[src/rtl/noc_pkg.sv]
// ============================================================================
// Module      : noc_pkg
// Description : Shared NoC flit field layout, flit types, sink error codes and
//               the packet sink state encoding.
// Revision    : 1.0 - initial release
// ============================================================================
`default_nettype none
`timescale 1ns/1ps

package noc_pkg;

   localparam int COORD_W = 3;

   localparam logic [1:0] FLIT_INV  = 2'b00;
   localparam logic [1:0] FLIT_BODY = 2'b01;
   localparam logic [1:0] FLIT_TAIL = 2'b10;
   localparam logic [1:0] FLIT_HEAD = 2'b11;

   localparam int TYPE_HI  = 63;
   localparam int TYPE_LO  = 62;
   localparam int FID_HI   = 61;
   localparam int FID_LO   = 12;
   localparam int COORD_HI = 11;
   localparam int COORD_LO = 0;

   localparam int FID_W   = FID_HI - FID_LO + 1;
   localparam int CRD12_W = COORD_HI - COORD_LO + 1;
   localparam int PCNT_W  = 44;

   localparam logic [2:0] ERR_NONE   = 3'd0;
   localparam logic [2:0] ERR_ORPHAN = 3'd1;
   localparam logic [2:0] ERR_DEST   = 3'd2;
   localparam logic [2:0] ERR_HDR    = 3'd3;
   localparam logic [2:0] ERR_LEN    = 3'd4;
   localparam logic [2:0] ERR_TYPE   = 3'd5;
   localparam logic [2:0] ERR_ID     = 3'd6;
   localparam logic [2:0] ERR_SEQ    = 3'd7;

   typedef enum logic [1:0] {
      ST_IDLE = 2'd0,
      ST_BODY = 2'd1,
      ST_DROP = 2'd2
   } sink_state_t;

   // When two errors hit the same flit, the lower non-zero code is reported.
   function automatic logic [2:0] err_pick(input logic [2:0] a, input logic [2:0] b);
      if (a == ERR_NONE)
         return b;
      else if (b == ERR_NONE)
         return a;
      else
         return (a < b) ? a : b;
   endfunction

endpackage

`default_nettype wire

[src/rtl/pkt_seq_table.sv]
// ============================================================================
// Module      : pkt_seq_table
// Description : 64-entry per-source table of {valid, expected sequence}, with a
//               combinational read port and a single write port.
// Revision    : 1.0 - initial release
// ============================================================================
`default_nettype none
`timescale 1ns/1ps

module pkt_seq_table #(
   parameter int SEQ_W = 8
) (
   input  logic             clk,
   input  logic             reset,
   input  logic [5:0]       i_rd_src,
   output logic             o_rd_valid,
   output logic [SEQ_W-1:0] o_rd_exp,
   input  logic             i_wr_en,
   input  logic [5:0]       i_wr_src,
   input  logic [SEQ_W-1:0] i_wr_exp
);

   localparam int c_depth = 64;

   logic [SEQ_W:0] r_tab [c_depth];

   for (genvar i = 0; i < c_depth; i++) begin : g_entry
      always_ff @(posedge clk or negedge reset) begin
         if (!reset)
            r_tab[i] <= '0;
         else if (i_wr_en && (i_wr_src == 6'(i)))
            r_tab[i] <= {1'b1, i_wr_exp};
      end
   end

   assign {o_rd_valid, o_rd_exp} = r_tab[i_rd_src];

endmodule

`default_nettype wire

[src/rtl/packet_sink.sv]
// ============================================================================
// Module      : packet_sink
// Description : NoC ejection-port sink: reassembles fixed-length packets,
//               checks framing/destination/ID/sequence, publishes counters.
//               Optional backpressure via macro PACKET_SINK_STALL_EN.
// Revision    : 1.0 - initial release
// ============================================================================
`default_nettype none
`timescale 1ns/1ps

module packet_sink
   import noc_pkg::*;
#(
   parameter int PKT_LEN = 4,
   parameter int SEQ_W   = 8
) (
   input  logic               clk,
   input  logic               reset,
   input  logic [COORD_W-1:0] dst_X,
   input  logic [COORD_W-1:0] dst_Y,
   input  logic [63:0]        Flit,
   input  logic               write_req,
   output logic               write_req_ack,
   output logic               pkt_done,
   output logic               err,
   output logic [2:0]         err_code,
   output logic [31:0]        pkt_count,
   output logic [15:0]        err_count,
   output logic [5:0]         last_src,
   output logic [FID_W-1:0]   last_flit_id
);

   localparam int c_bcnt_w = (PKT_LEN > 2) ? $clog2(PKT_LEN - 1) : 1;
   localparam logic [c_bcnt_w-1:0] c_bodies = c_bcnt_w'(PKT_LEN - 2);

   sink_state_t         r_state, w_state_nxt;
   logic [c_bcnt_w-1:0] r_body_cnt, w_bcnt_nxt;
   logic [CRD12_W-1:0]  r_hdr_coord;
   logic [FID_W-1:0]    r_hdr_fid;

   logic                r_ack;
   logic                r_pkt_done;
   logic                r_err;
   logic [2:0]          r_err_code;
   logic [31:0]         r_pkt_count;
   logic [15:0]         r_err_count;
   logic [5:0]          r_last_src;
   logic [FID_W-1:0]    r_last_fid;

   logic                w_xfer;
   logic [1:0]          w_type;
   logic [CRD12_W-1:0]  w_coord;
   logic [FID_W-1:0]    w_fid;
   logic [2:0]          w_head_err;
   logic                w_latch;
   logic                w_complete;
   logic [2:0]          w_err_code;
   logic                w_seq_valid;
   logic [SEQ_W-1:0]    w_seq_exp;
   logic [SEQ_W-1:0]    w_seq_cur;

   assign w_xfer  = write_req && r_ack;
   assign w_type  = Flit[TYPE_HI:TYPE_LO];
   assign w_coord = Flit[COORD_HI:COORD_LO];
   assign w_fid   = Flit[FID_HI:FID_LO];

   // Coordinates are {dest_Y, dest_X, src_Y, src_X}; the head ID must name the source.
   always_comb begin
      w_head_err = ERR_NONE;
      if (w_coord[11:6] != {dst_Y, dst_X})
         w_head_err = ERR_DEST;
      else if (w_fid[5:0] != w_coord[5:0])
         w_head_err = ERR_ID;
   end

   // Sequence number sits in the low bits of the packet counter above the ID.
   assign w_seq_cur = r_hdr_fid[6 +: SEQ_W];

   pkt_seq_table #(
      .SEQ_W (SEQ_W)
   ) u_seq_table (
      .clk        (clk),
      .reset      (reset),
      .i_rd_src   (r_hdr_coord[5:0]),
      .o_rd_valid (w_seq_valid),
      .o_rd_exp   (w_seq_exp),
      .i_wr_en    (w_complete),
      .i_wr_src   (r_hdr_coord[5:0]),
      .i_wr_exp   (w_seq_cur + SEQ_W'(1))
   );

   always_ff @(posedge clk or negedge reset) begin
      if (!reset) begin
         r_state     <= ST_IDLE;
         r_body_cnt  <= '0;
         r_hdr_coord <= '0;
         r_hdr_fid   <= '0;
      end else begin
         r_state    <= w_state_nxt;
         r_body_cnt <= w_bcnt_nxt;
         if (w_latch) begin
            r_hdr_coord <= w_coord;
            r_hdr_fid   <= w_fid;
         end
      end
   end

   always_comb begin
      w_state_nxt = r_state;
      w_bcnt_nxt  = r_body_cnt;
      w_latch     = 1'b0;
      w_complete  = 1'b0;
      w_err_code  = ERR_NONE;
      if (w_xfer) begin
         case (w_type)
            FLIT_HEAD: begin
               w_latch     = 1'b1;
               w_bcnt_nxt  = '0;
               w_state_nxt = (w_head_err == ERR_NONE) ? ST_BODY : ST_DROP;
               // A head inside a packet truncates it before starting anew.
               w_err_code  = (r_state == ST_BODY) ? err_pick(ERR_LEN, w_head_err) : w_head_err;
            end
            FLIT_BODY: begin
               case (r_state)
                  ST_IDLE: w_err_code = ERR_ORPHAN;
                  ST_BODY: begin
                     if (w_coord != r_hdr_coord) begin
                        w_err_code  = ERR_HDR;
                        w_state_nxt = ST_DROP;
                     end else if (r_body_cnt == c_bodies) begin
                        w_err_code  = ERR_LEN;
                        w_state_nxt = ST_DROP;
                     end else begin
                        w_bcnt_nxt = r_body_cnt + c_bcnt_w'(1);
                     end
                  end
                  default: ;
               endcase
            end
            FLIT_TAIL: begin
               case (r_state)
                  ST_IDLE: w_err_code = ERR_ORPHAN;
                  ST_BODY: begin
                     w_state_nxt = ST_IDLE;
                     if (w_coord != r_hdr_coord)
                        w_err_code = ERR_HDR;
                     else if (r_body_cnt != c_bodies)
                        w_err_code = ERR_LEN;
                     else
                        w_complete = 1'b1;
                  end
                  default: w_state_nxt = ST_IDLE;
               endcase
            end
            default: begin
               w_err_code = ERR_TYPE;
               if (r_state == ST_BODY)
                  w_state_nxt = ST_DROP;
            end
         endcase
         if (w_complete && w_seq_valid && (w_seq_cur != w_seq_exp))
            w_err_code = ERR_SEQ;
      end
   end

`ifdef PACKET_SINK_STALL_EN
   logic [15:0] r_lfsr;
   logic        w_lfsr_fb;

   assign w_lfsr_fb = r_lfsr[0] ^ r_lfsr[2] ^ r_lfsr[3] ^ r_lfsr[5];

   always_ff @(posedge clk or negedge reset) begin
      if (!reset) begin
         r_lfsr <= 16'hACE1;
         r_ack  <= 1'b0;
      end else begin
         r_lfsr <= {w_lfsr_fb, r_lfsr[15:1]};
         r_ack  <= (r_lfsr[1:0] != 2'b00);
      end
   end
`else
   always_ff @(posedge clk or negedge reset) begin
      if (!reset)
         r_ack <= 1'b0;
      else
         r_ack <= 1'b1;
   end
`endif

   always_ff @(posedge clk or negedge reset) begin
      if (!reset) begin
         r_pkt_done  <= 1'b0;
         r_err       <= 1'b0;
         r_err_code  <= ERR_NONE;
         r_pkt_count <= '0;
         r_err_count <= '0;
         r_last_src  <= '0;
         r_last_fid  <= '0;
      end else begin
         r_pkt_done <= w_complete;
         r_err      <= (w_err_code != ERR_NONE);
         if (w_err_code != ERR_NONE) begin
            r_err_code <= w_err_code;
            if (r_err_count != '1)
               r_err_count <= r_err_count + 16'd1;
         end
         if (w_complete) begin
            if (r_pkt_count != '1)
               r_pkt_count <= r_pkt_count + 32'd1;
            r_last_src <= r_hdr_coord[5:0];
            r_last_fid <= r_hdr_fid;
         end
      end
   end

   assign write_req_ack = r_ack;
   assign pkt_done      = r_pkt_done;
   assign err           = r_err;
   assign err_code      = r_err_code;
   assign pkt_count     = r_pkt_count;
   assign err_count     = r_err_count;
   assign last_src      = r_last_src;
   assign last_flit_id  = r_last_fid;

endmodule

`default_nettype wire

[config.mk]
export PLATFORM = sky130hd
export DESIGN_NAME = packet_sink
export DESIGN_NICKNAME = d
export VERILOG_FILES = /design/src/rtl/noc_pkg.sv /design/src/rtl/pkt_seq_table.sv /design/src/rtl/packet_sink.sv
export SDC_FILE = /design/constraint.sdc
export NUM_CORES = 1
export LEC_CHECK = 0
export BUFFER_PORTS_ARGS = -buffer_cell sky130_fd_sc_hd__buf_2
export CAP_MARGIN = 20
export CELL_PAD_IN_SITES_DETAIL_PLACEMENT = 0
export CELL_PAD_IN_SITES_GLOBAL_PLACEMENT = 1
export CORE_ASPECT_RATIO = 0.6
export CORE_MARGIN = 5
export CORE_UTILIZATION = 53
export DETAILED_ROUTE_END_ITERATION = 12
export PLACE_DENSITY = 0.9
export REMOVE_ABC_BUFFERS = 1
export SLEW_MARGIN = 30
export SYNTH_ARGS = -nofsm -noshare
export SYNTH_HDL_FRONTEND = slang
export SYNTH_SLANG_ARGS = --single-unit
[constraint.sdc]
create_clock -name clk -period 10.59 [get_ports clk]
set_clock_uncertainty 0.15 [all_clocks]
set_input_delay 0.5295 -clock clk [delete_from_list [all_inputs] [get_ports clk]]
set_output_delay 0.5295 -clock clk [all_outputs]
set_load 0.05 [all_outputs]
# [Word-level counts from Yosys, hierarchy flattened]
# Cells that the tools add are included.
[word_totals] reg_bits=752 wordCells=276
[op_classes] addsub=4 order_cmp=2 eq_ne=80 n_mux=36 bitwise_logic=1 n_reduce_logical=77
[op_table] cell="$eq A6 B6 Y1 const B" count=32
[op_table] cell="$eq A6 B5 Y1 const B" count=16
[op_table] cell="$logic_and A1 B1 Y1" count=67
[op_table] cell="$bmux W9 S6" count=1
[op_table] cell="$eq A6 B4 Y1 const B" count=8
[op_table] cell="$mux W3" count=11
[op_table] cell="$add A32 B1 Y32 const B" count=1
[op_table] cell="$ne A32 B32 Y1 const B" count=1
[op_table] cell="$eq A6 B3 Y1 const B" count=4
[op_table] cell="$mux W2" count=9
[op_table] cell="$mux W9" count=2
[op_table] cell="$add A16 B1 Y16 const B" count=1
[op_table] cell="$ne A16 B16 Y1 const B" count=1
[op_table] cell="$eq A6 B2 Y1 const B" count=2
[op_table] cell="$ne A12 B12 Y1" count=1
[op_table] cell="$ne A6 B6 Y1" count=2
[op_table] cell="$pmux W3 S2" count=2
[op_table] cell="$ne A2 B2 Y1 const B" count=5
[op_table] cell="$reduce_and A5 Y1" count=2
[op_table] cell="$pmux W3 S3" count=1
[op_table] cell="$add A8 B1 Y8 const B" count=1
[op_table] cell="$mux W1" count=8
[op_table] cell="$ne A8 B8 Y1" count=1
[op_table] cell="$ge A7 B7 Y1 const B" count=1
[op_table] cell="other kinds (15)" count=20

# [Logic depth before layout (Yosys ltp)]
# Gate-level depths: netlist of run 1.
[logic_depth] depth_word=12 depth_mapped=16 ltp_nobuf=10

# [Hierarchy]
# A second synthesis of run 1 with hierarchy kept.
[hier_totals] hier_cells=2407 hier_area_um2=33853.7
[by_module_without_submodules] mod="pkt_seq_table" instances=1 cells_per_inst=1698 area_each_um2=26162.6
[by_module_without_submodules] mod="packet_sink" instances=1 cells_per_inst=709 area_each_um2=7691.1

# [Worst setup path after synthesis of run 1]
# OpenSTA, ideal clock, no wires.
[synth_path] path_type="flip-flop to flip-flop" startpoint="register r_hdr_coord[0]" endpoint="register r_err_count[1] (netlist: err_count[1])" setup_ns=0.128 arrival_ns=3.064 required_time_ns=10.312 path_slack_ns=7.248 path_stages_with_launch=11 period_less_slack_ns=3.342 path_cell_list="dfrtp_1 buf_4 mux4_2 mux4_2 mux2_2 or2_0 a221o_1 nand2_1 a31oi_4 o21ai_2 mux2_1"
[synth_via] elab_chain_cells=11 elab_cells_between_ends=21 classes_between="2 x eq/ne; 14 x mux; 1 x bitwise; 4 x reduce/logical"
[synth_rtl] item="start: declaration" line="packet_sink.sv:38" text="logic [CRD12_W-1:0] r_hdr_coord;"
[synth_rtl] item="start signal: assignment" line="packet_sink.sv:102" text="r_hdr_coord <= w_coord;"
[synth_rtl] item="branches (longest 7 deep; another with $bmux W9 S6)"
[synth_rtl] item="$mux W3 *" line="packet_sink.sv:161" text="if (w_complete && w_seq_valid && (w_seq_cur != w_seq_exp))"
[synth_rtl] item="$mux W3 *" line="packet_sink.sv:114" text="if (w_xfer) begin"
[synth_rtl] item="$reduce_bool A3 Y1 *" line="packet_sink.sv:202" text="if (w_err_code != ERR_NONE) begin"
[synth_rtl] item="$reduce_and A2 Y1 (no source line) *"
[synth_rtl] item="end signal: assignment" line="packet_sink.sv:205" text="r_err_count <= r_err_count + 16'd1;"
[synth_rtl] item="end: declaration" line="packet_sink.sv:46" text="logic [15:0] r_err_count;"
# Every way passes the cells marked *. The select of a mux whose other input is x is not followed.
# A chain may end at the register's enable or synchronous reset.

# [Worst setup path in the final report of run 1]
[layout_path] startpoint="register r_hdr_coord[3]" endpoint="register r_err_count[1] (netlist: err_count[1])"
# Same word-level chain as after synthesis.

==> reports/metrics.cfg, run 1 <==
[synth]
synth_cell_types = 65
syn-cell-area_um2 = 33000
synth-seq-area-share = 0.570
syn_inst = 2956
yosys_warnings = 0
synth.avg_cell_area_um2 = 11.2
synth_top_flop_cell = dfrtp_1
synth-edff-count = 0
synth_largest_area_cell = dfrtp_1
async_reset_ff_frac = 1.00
synth_top_cells_by_area = dfrtp_1, nand2_1, mux4_2
synth.top_cell.area_share = 0.570
ys_seq_elements = 752

[timing]
slew_headroom = 0.334
tns_ns = 0
worst_pin_slew_ns = 0.993
hold_violations = 0
setup_viol = 0
rsz0062_at_grt = false
min_period_ns = 5.32
fin_crit_sh = 0.502
finalMaxSlewViolations = 0
fmax_mhz = 188

[drt]
vias = 23557
antenna_left = 0
dr_wl_met2_mm = 37.8
highest_layer = met4
wl_met1_mm = 40.0
drc_errors = 0
vias_per_cell = 5.95
drt_pass1_iterations = 5
drt_iter0_drc = 2292
wl_met3_mm = 9.08
routed_wl_mm = 88.7
wire_per_inst_um = 22.4

[die]
rows = 70
dieArea_um2 = 67500
start_util = 0.538
core-area_um2 = 61300
die_x_um = 332
die_y_um = 203
pin_count = 183

[clock_network]
clkTransAtPathRegs_ns = 0.06
clockBufferDepth = 3
ctsHtreeMaxLevel = 3
clock_latency_ns = 0.63
cts.sink_count = 752
cts_buffers = 69
cts_tree = yes
ctsRootBufferMaster = clkbuf_16

[final_layout]
finalInstanceArea_um2 = 37300
final_nets = 3152
areaGrowthSynthToFinish_pct = 12.9
num-fill-cells = 4804
drive_gt1_frac = 0.194

[worst_setup_path]
r2r_cells = 11
reg2reg_to = err_count[1]$_DFFE_PN0P_
cp-start-kind = flip-flop
crit_path_end = err_count[1]$_DFFE_PN0P_
critPathMaxFanout = 114
startpoint = r_hdr_coord[3]$_DFFE_PN0P_
endpoint_kind = flip-flop
critical_path_class = reg -> reg
ff2ff_setup_slack_ns = 5.27
r2r-start = r_hdr_coord[3]$_DFFE_PN0P_
crit_arrival_ns = 5.66
crit_required_ns = 10.93

[min_path]
min-delay-start = Flit[24]
min_path_type = in -> reg
worst_hold_path.num_cells = 2

[place]
dp_hpwl_mm = 58.1
place_area_um2 = 34400
finalWeightedCongestion = 0.901
port_buffers = 182

[grt]
grt_max_degree = 190
antenna_found_initial = 1
grt_pass1_wl_mm = 140
first_global_vias = 23390
gr-total-overflow = 0
groute.usage.overall = 0.262

[pwr]
ir_worst_vdd_v = 0.000123
fin_total_pwr_mw = 6.65
pwr_density_cell_nw_per_um2 = 178
p_leak_nw = 17.5

[run_status]
status = complete, no violations

[run]
cap_violations = 0

kinds of logic after synthesis:
| kind of cell | after synthesis | share of synthesized area |
|---|---|---|
| and+or+nand+nor | 980 | 0.127 |
| DFF | 752 | 0.570 |
| AOI/OAI and AO/OA | 583 | 0.0986 |
| muxes | 340 | 0.151 |
| buffers and inverters | 215 | 0.0299 |
| xor gates and xnor gates | 81 | 0.0215 |
| adders and majority gates | 4 | 0.00152 |
| other | 1 | 0.000114 |
cells in the mapped netlist, types with 3 or more instances:
cell type	instances
nand2_2	4
buf_2	28
nand2_1	725
xor2_1	20
o211ai_2	6
nor4_1	3
o22ai_1	3
nand3_1	40
a211oi_1	7
o31ai_1	6
clkbuf_1	146
inv_1	9
or2_2	3
and2_1	14
mux2i_1	86
o221ai_1	4
nor3_2	3
o2111ai_1	6
o21ai_0	410
dfrtp_1	752
mux4_2	112
nor2b_1	15
buf_4	14
nor3_1	11
buf_6	11
mux2_1	4
a21oi_1	8
o21a_1	3
nor2_1	44
ha_1	4
buf_1	6
and4_1	6
nand2b_1	74
o21ai_1	61
a41oi_1	4
and3_1	15
a22oi_1	44
nand4_1	10
or3_1	4
a31oi_1	4
mux2_2	137
xnor2_1	61
timing repair:
action / CTS / global route
endpoints found under the hold margin: 125 / 0
resized for setup: 0 / 0
endpoints found under the setup margin: 0 / 0
setup buffers: 0 / 0
hold buffers: 46 / 0
layout make-up:
type	count	area, um2	share of cell area
flip-flops and latches	752	18800	0.505
repair buffers	254	1690	0.0452
well taps	828	1040	0.0278
inverters	9	33.8	0.000907
multi-input cells	1989	13300	0.358
clock inverters	16	189	0.00507
diodes	1	2.50	0.0000672
clock buffers	108	2150	0.0577
critical path, cell delays in order (launching register included):
cell and delay (ns):
dfrtp_4 0.87, buf_12 0.55, mux4_2 0.65, a22o_1 0.25, a221oi_1 0.49, a211oi_1 0.17, a21oi_1 0.21, xnor2_1 0.09
nor4_2 0.49, a31oi_4 0.37, o21ai_2 0.29, mux2_1 0.34
stage by stage:
step	cells	worst slack, ns	hold WS, ns	utilization
6_report	3957	5.27	0.0325	0.608
2_1_floorplan	2750	1.27	0.0839	-
3_5_place_dp	3783	5.37	0.297	0.560
4_1_cts	3953	5.32	0.00518	0.606
5_1_grt	3956	5.03	0.0246	0.608
3_3_place_gp	3783	5.27	0.293	0.560
worst min-delay path by stage:
stage	endpoint	slack [ns]
after CTS	r_hdr_fid[12]$_DFFE_PN0P_	0.005
after detailed placement	u_seq_table.r_tab[98]$_DFFE_PN0P_	0.30
final	r_hdr_fid[12]$_DFFE_PN0P_	0.03
after global placement	u_seq_table.r_tab[116]$_DFFE_PN0P_	0.29
after global routing	r_hdr_fid[12]$_DFFE_PN0P_	0.02
after floorplan	err$_DFF_PN0_	0.08
routing by layer:
layer,GRT usage,up-vias
met5,0,-
li1,-,10452
met4,0.0604,0
met3,0.0841,121
met1,0.399,12030
met2,0.371,954
power breakdown:
group          switching (mW)  leakage, nW  internal, mW
Combinational           0.699         5.96         0.312
Sequential              0.116         10.4          2.94
Clock                    1.11         1.16          1.48
sequential cells by signal, summed over array words and instances (netlist names):
name and cells:
err_count 16, write_req_ack 1, last_src 6, r_state 2, r_hdr_coord 12, r_hdr_fid 50
last_flit_id 50, u_seq_table.r_tab 576, pkt_count 32, err_code 3, r_body_cnt 2, err 1
pkt_done 1
placed cells by master (no fill, tap or decap), types with 6 or more instances in the layout:
cell type,n
clkbuf_16,73
nand4_1,10
nand3_1,39
and3_1,15
dfrtp_1,746
o21ai_1,61
nor2b_1,13
clkbuf_8,19
clkbuf_1,16
and2_1,14
o2111ai_1,6
buf_2,181
buf_4,15
nand2b_1,74
o211ai_2,6
o21ai_0,410
nor3_1,10
mux4_2,112
mux2_2,137
inv_1,9
dlygate4sd3_1,46
a211oi_1,7
a21oi_1,8
clkinv_2,8
o31ai_1,6
a22oi_1,44
and4_1,6
xor2_1,17
xnor2_1,58
nand2_1,725
nor2_1,43
mux2i_1,86
(Power assumes the default switching activity.)
==> run 2: changes to the inputs <==
--- a/config.mk
+++ b/config.mk
@@ -11,9 +11,9 @@
 export CELL_PAD_IN_SITES_GLOBAL_PLACEMENT = 1
 export CORE_ASPECT_RATIO = 0.6
 export CORE_MARGIN = 5
-export CORE_UTILIZATION = 53
+export CORE_UTILIZATION = 49
 export DETAILED_ROUTE_END_ITERATION = 12
-export PLACE_DENSITY = 0.9
+export PLACE_DENSITY = 0.84
 export REMOVE_ABC_BUFFERS = 1
 export SLEW_MARGIN = 30
 export SYNTH_ARGS = -nofsm -noshare
==> constraint.sdc (replaced) <==
create_clock -name clk -period 4.9 [get_ports clk]
set_clock_uncertainty 0.15 [all_clocks]
set_input_delay 0.245 -clock clk [delete_from_list [all_inputs] [get_ports clk]]
set_output_delay 0.245 -clock clk [all_outputs]
set_load 0.05 [all_outputs]
==> reports/metrics.cfg, run 2 (same netlist as run 1, synthesis figures left out) <==
[clock_network]
clkTransAtPathRegs_ns = 0.06  ; about the same
cts_tree = yes  ; unchanged
clock_latency_ns = 0.63  ; about the same
ctsRootBufferMaster = clkbuf_16  ; unchanged
cts.repair.resized = 0  ; unchanged
clockBufferDepth = 3  ; unchanged
cts_buffers = 70  ; was 69
postCtsSetupBuffers = 0  ; unchanged
cts.sink_count = 752  ; unchanged
ctsHtreeMaxLevel = 3  ; unchanged

[final_layout]
n_antenna_cell = 0  ; was 1
layout_commonest_cell = dfrtp_1  ; unchanged
largest_reg_flops = 576  ; unchanged
final_util = 0.570  ; was 0.608
regMostFlops = u_seq_table.r_tab  ; unchanged
drive_gt1_frac = 0.200  ; was 0.194
num-fill-cells = 5519  ; was 4804
multi_input_area_um2 = 13300  ; about the same
layout_common_cells = dfrtp_1, nand2_1, o21ai_0, buf_2, mux2_2  ; unchanged
seq_area_um2 = 18800  ; about the same
areaGrowthSynthToFinish_pct = 14.9  ; was 12.9%
final_nets = 3204  ; was 3152

[drt]
drt_pass1_iterations = 5  ; unchanged
wire_per_inst_um = 22.7  ; was 22.4 um
vias = 23794  ; was 23557
vias_per_cell = 5.83  ; was 5.95
antenna_left = 0  ; unchanged
drc_errors = 0  ; unchanged
routed_wl_mm = 92.5  ; was 88.7 mm
drt_iter0_drc = 2335  ; was 2292

[worst_setup_path]
critPathMaxFanout = 43  ; was 114
cpPeakStageDelay_ns = 0.81  ; was 0.87 ns
path_cells = buf_12, and2_1, a22oi_1, o21ai_0, o21ai_0, or3_1, a221o_1, nand2_1, a31oi_4, o21ai_2, mux2_1  ; was buf_12, mux4_2, a22o_1, a221oi_1, a211oi_1, a21oi_1, xnor2_1, nor4_2, a31oi_4, o21ai_2, mux2_1
cpMaxStageDelayCell = dfrtp_4  ; unchanged
cp_common_cell = o21ai_0
critical_path_class = reg -> reg  ; unchanged
crit_required_ns = 5.25  ; was 10.93 ns
crit_family = compound AO/OA/AOI/OAI gates  ; unchanged
ff2ff_setup_slack_ns = 0.25  ; was 5.27 ns
cp-start-kind = flip-flop  ; unchanged
worst-path-buf-inv = 1  ; unchanged
r2r-start = r_hdr_coord[1]$_DFFE_PN0P_  ; was r_hdr_coord[3]$_DFFE_PN0P_
crit_arrival_ns = 5.00  ; was 5.66 ns
reg2reg_to = err_count[1]$_DFFE_PN0P_  ; unchanged
endpoint_kind = flip-flop  ; unchanged
r2r_cells = 11  ; unchanged

[grt]
antenna_found_initial = 0  ; was 1
groute.usage.overall = 0.255  ; was 0.262
grt_use_met1 = 0.388  ; was 0.399
first_global_vias = 23639  ; was 23390
busiest_layer = met1  ; unchanged
grt_use_met3 = 0.0854  ; was 0.0841
met2_usage = 0.355  ; was 0.371
gr-total-overflow = 0  ; unchanged
grt_max_degree = 140  ; was 190
grt_pass1_wl_mm = 145  ; was 140 mm

[place]
finalWeightedCongestion = 0.920  ; was 0.901
dp_hpwl_mm = 61.4  ; was 58.1 mm
port_buffers = 182  ; unchanged

[pwr]
p_leak_nw = 17.8  ; was 17.5 nW
ir_worst_vdd_v = 0.000254  ; was 0.000123 V
pwr_density_cell_nw_per_um2 = 387  ; was 178 nW/um2

[die]
pin_count = 183  ; unchanged
core-area_um2 = 66500  ; was 61300 um2
die_y_um = 211  ; was 203 um
rows = 73  ; was 70
start_util = 0.496  ; was 0.538
die_x_um = 345  ; was 332 um
dieArea_um2 = 72800  ; was 67500 um2

[timing]
worst_pin_slew_ns = 0.978  ; was 0.993 ns
tns_ns = 0  ; unchanged
fmax_mhz = 215  ; was 188 MHz
slew_headroom = 0.347  ; was 0.334
rsz0062_at_grt = false  ; unchanged
setup_viol = 0  ; unchanged
min_period_ns = 4.65  ; was 5.32 ns
finalMaxSlewViolations = 0  ; unchanged
hold_ws_ns = 0.105  ; was 0.0325 ns
fin_crit_sh = 0.949  ; was 0.502
hold_violations = 0  ; unchanged

[run_status]
status = complete, no violations  ; unchanged

[run]
cap_violations = 0  ; unchanged

[min_path]
min_path_type = in -> async  ; was in -> reg

[run 2: changes by cell type in the layout (fill, tap and decap cells not counted), sizes merged]
cell and change:
inv +2, clkbuf -2, clkinvlp +1, buf +28
diode -1, clkinv +1, dlygate4sd3 +23, bufinv +2
[run 2: through the flow]
stage / power (mW) / std cells / worst slack (ns) / area [um2]
CTS: 14.7 / 4082 / 0.210 / 37900
finish: 14.7 / 4083 / 0.251 / 37900
global route: 15.2 / 4083 / 0.119 / 37900
detailed placement: 8.95 / 3885 / 0.258 / 34800
global placement: 8.89 / 3884 / 0.210 / 34800
floorplan: 7.93 / 2750 / -4.42 / 32100
[run 2: how the worst max path moves through the flow]
| stage | startpoint | end | slack (ns) | depth (start not counted) |
|---|---|---|---|---|
| after global placement | r_hdr_coord[5]$_DFFE_PN0P_ | err_count[1]$_DFFE_PN0P_ | 0.21 | 11 |
| after global routing | r_hdr_coord[1]$_DFFE_PN0P_ | err_count[1]$_DFFE_PN0P_ | 0.12 | 11 |
| after detailed placement | r_hdr_coord[5]$_DFFE_PN0P_ | err_count[1]$_DFFE_PN0P_ | 0.26 | 11 |
| after floorplan | r_hdr_coord[1]$_DFFE_PN0P_ | u_seq_table.r_tab[208]$_DFFE_PN0P_ | -4.42 | 9 |
| after CTS | r_hdr_coord[5]$_DFFE_PN0P_ | err_count[1]$_DFFE_PN0P_ | 0.21 | 11 |
| final | r_hdr_coord[1]$_DFFE_PN0P_ | err_count[1]$_DFFE_PN0P_ | 0.25 | 11 |
[run 2: what timing repair did]
| action | 4_1_cts | 5_1_grt |
|---|---|---|
| endpoints found under the setup margin | 0 | 0 |
| hold buffers | 69 | 0 |
| hold endpoints to repair | 158 | 0 |
[run 2: cell type report]
class | count | area share
clock buffer | 106 | 0.0570
clock inverter | 22 | 0.00696
inverter | 9 | 0.000891
multi-input combinational | 1989 | 0.351
sequential | 752 | 0.497
tap | 900 | 0.0297
timing repair buffer | 305 | 0.0579
[run 2: per-layer routing]
metal  vias up  part of all wire
li1      10583                 -
met1     12082              0.46
met2      1006              0.41
met3       123              0.11
met4         0             0.020
met5         -                 0
[run 2: worst reg2reg max path, stage by stage (launching register included)]
cell and delay (ns):
dfrtp_4 0.81, buf_12 0.42, and2_1 0.70, a22oi_1 0.29, o21ai_0 0.26, o21ai_0 0.21
or3_1 0.37, a221o_1 0.36, nand2_1 0.11, a31oi_4 0.24, o21ai_2 0.27, mux2_1 0.34
[run 2: where the power goes]
group / switching, mW / internal, mW / total [mW]
registers: 0.263 / 6.35 / 6.61
clock network: 2.42 / 3.33 / 5.75
logic: 1.56 / 0.755 / 2.31
total: 4.24 / 10.4 / 14.7
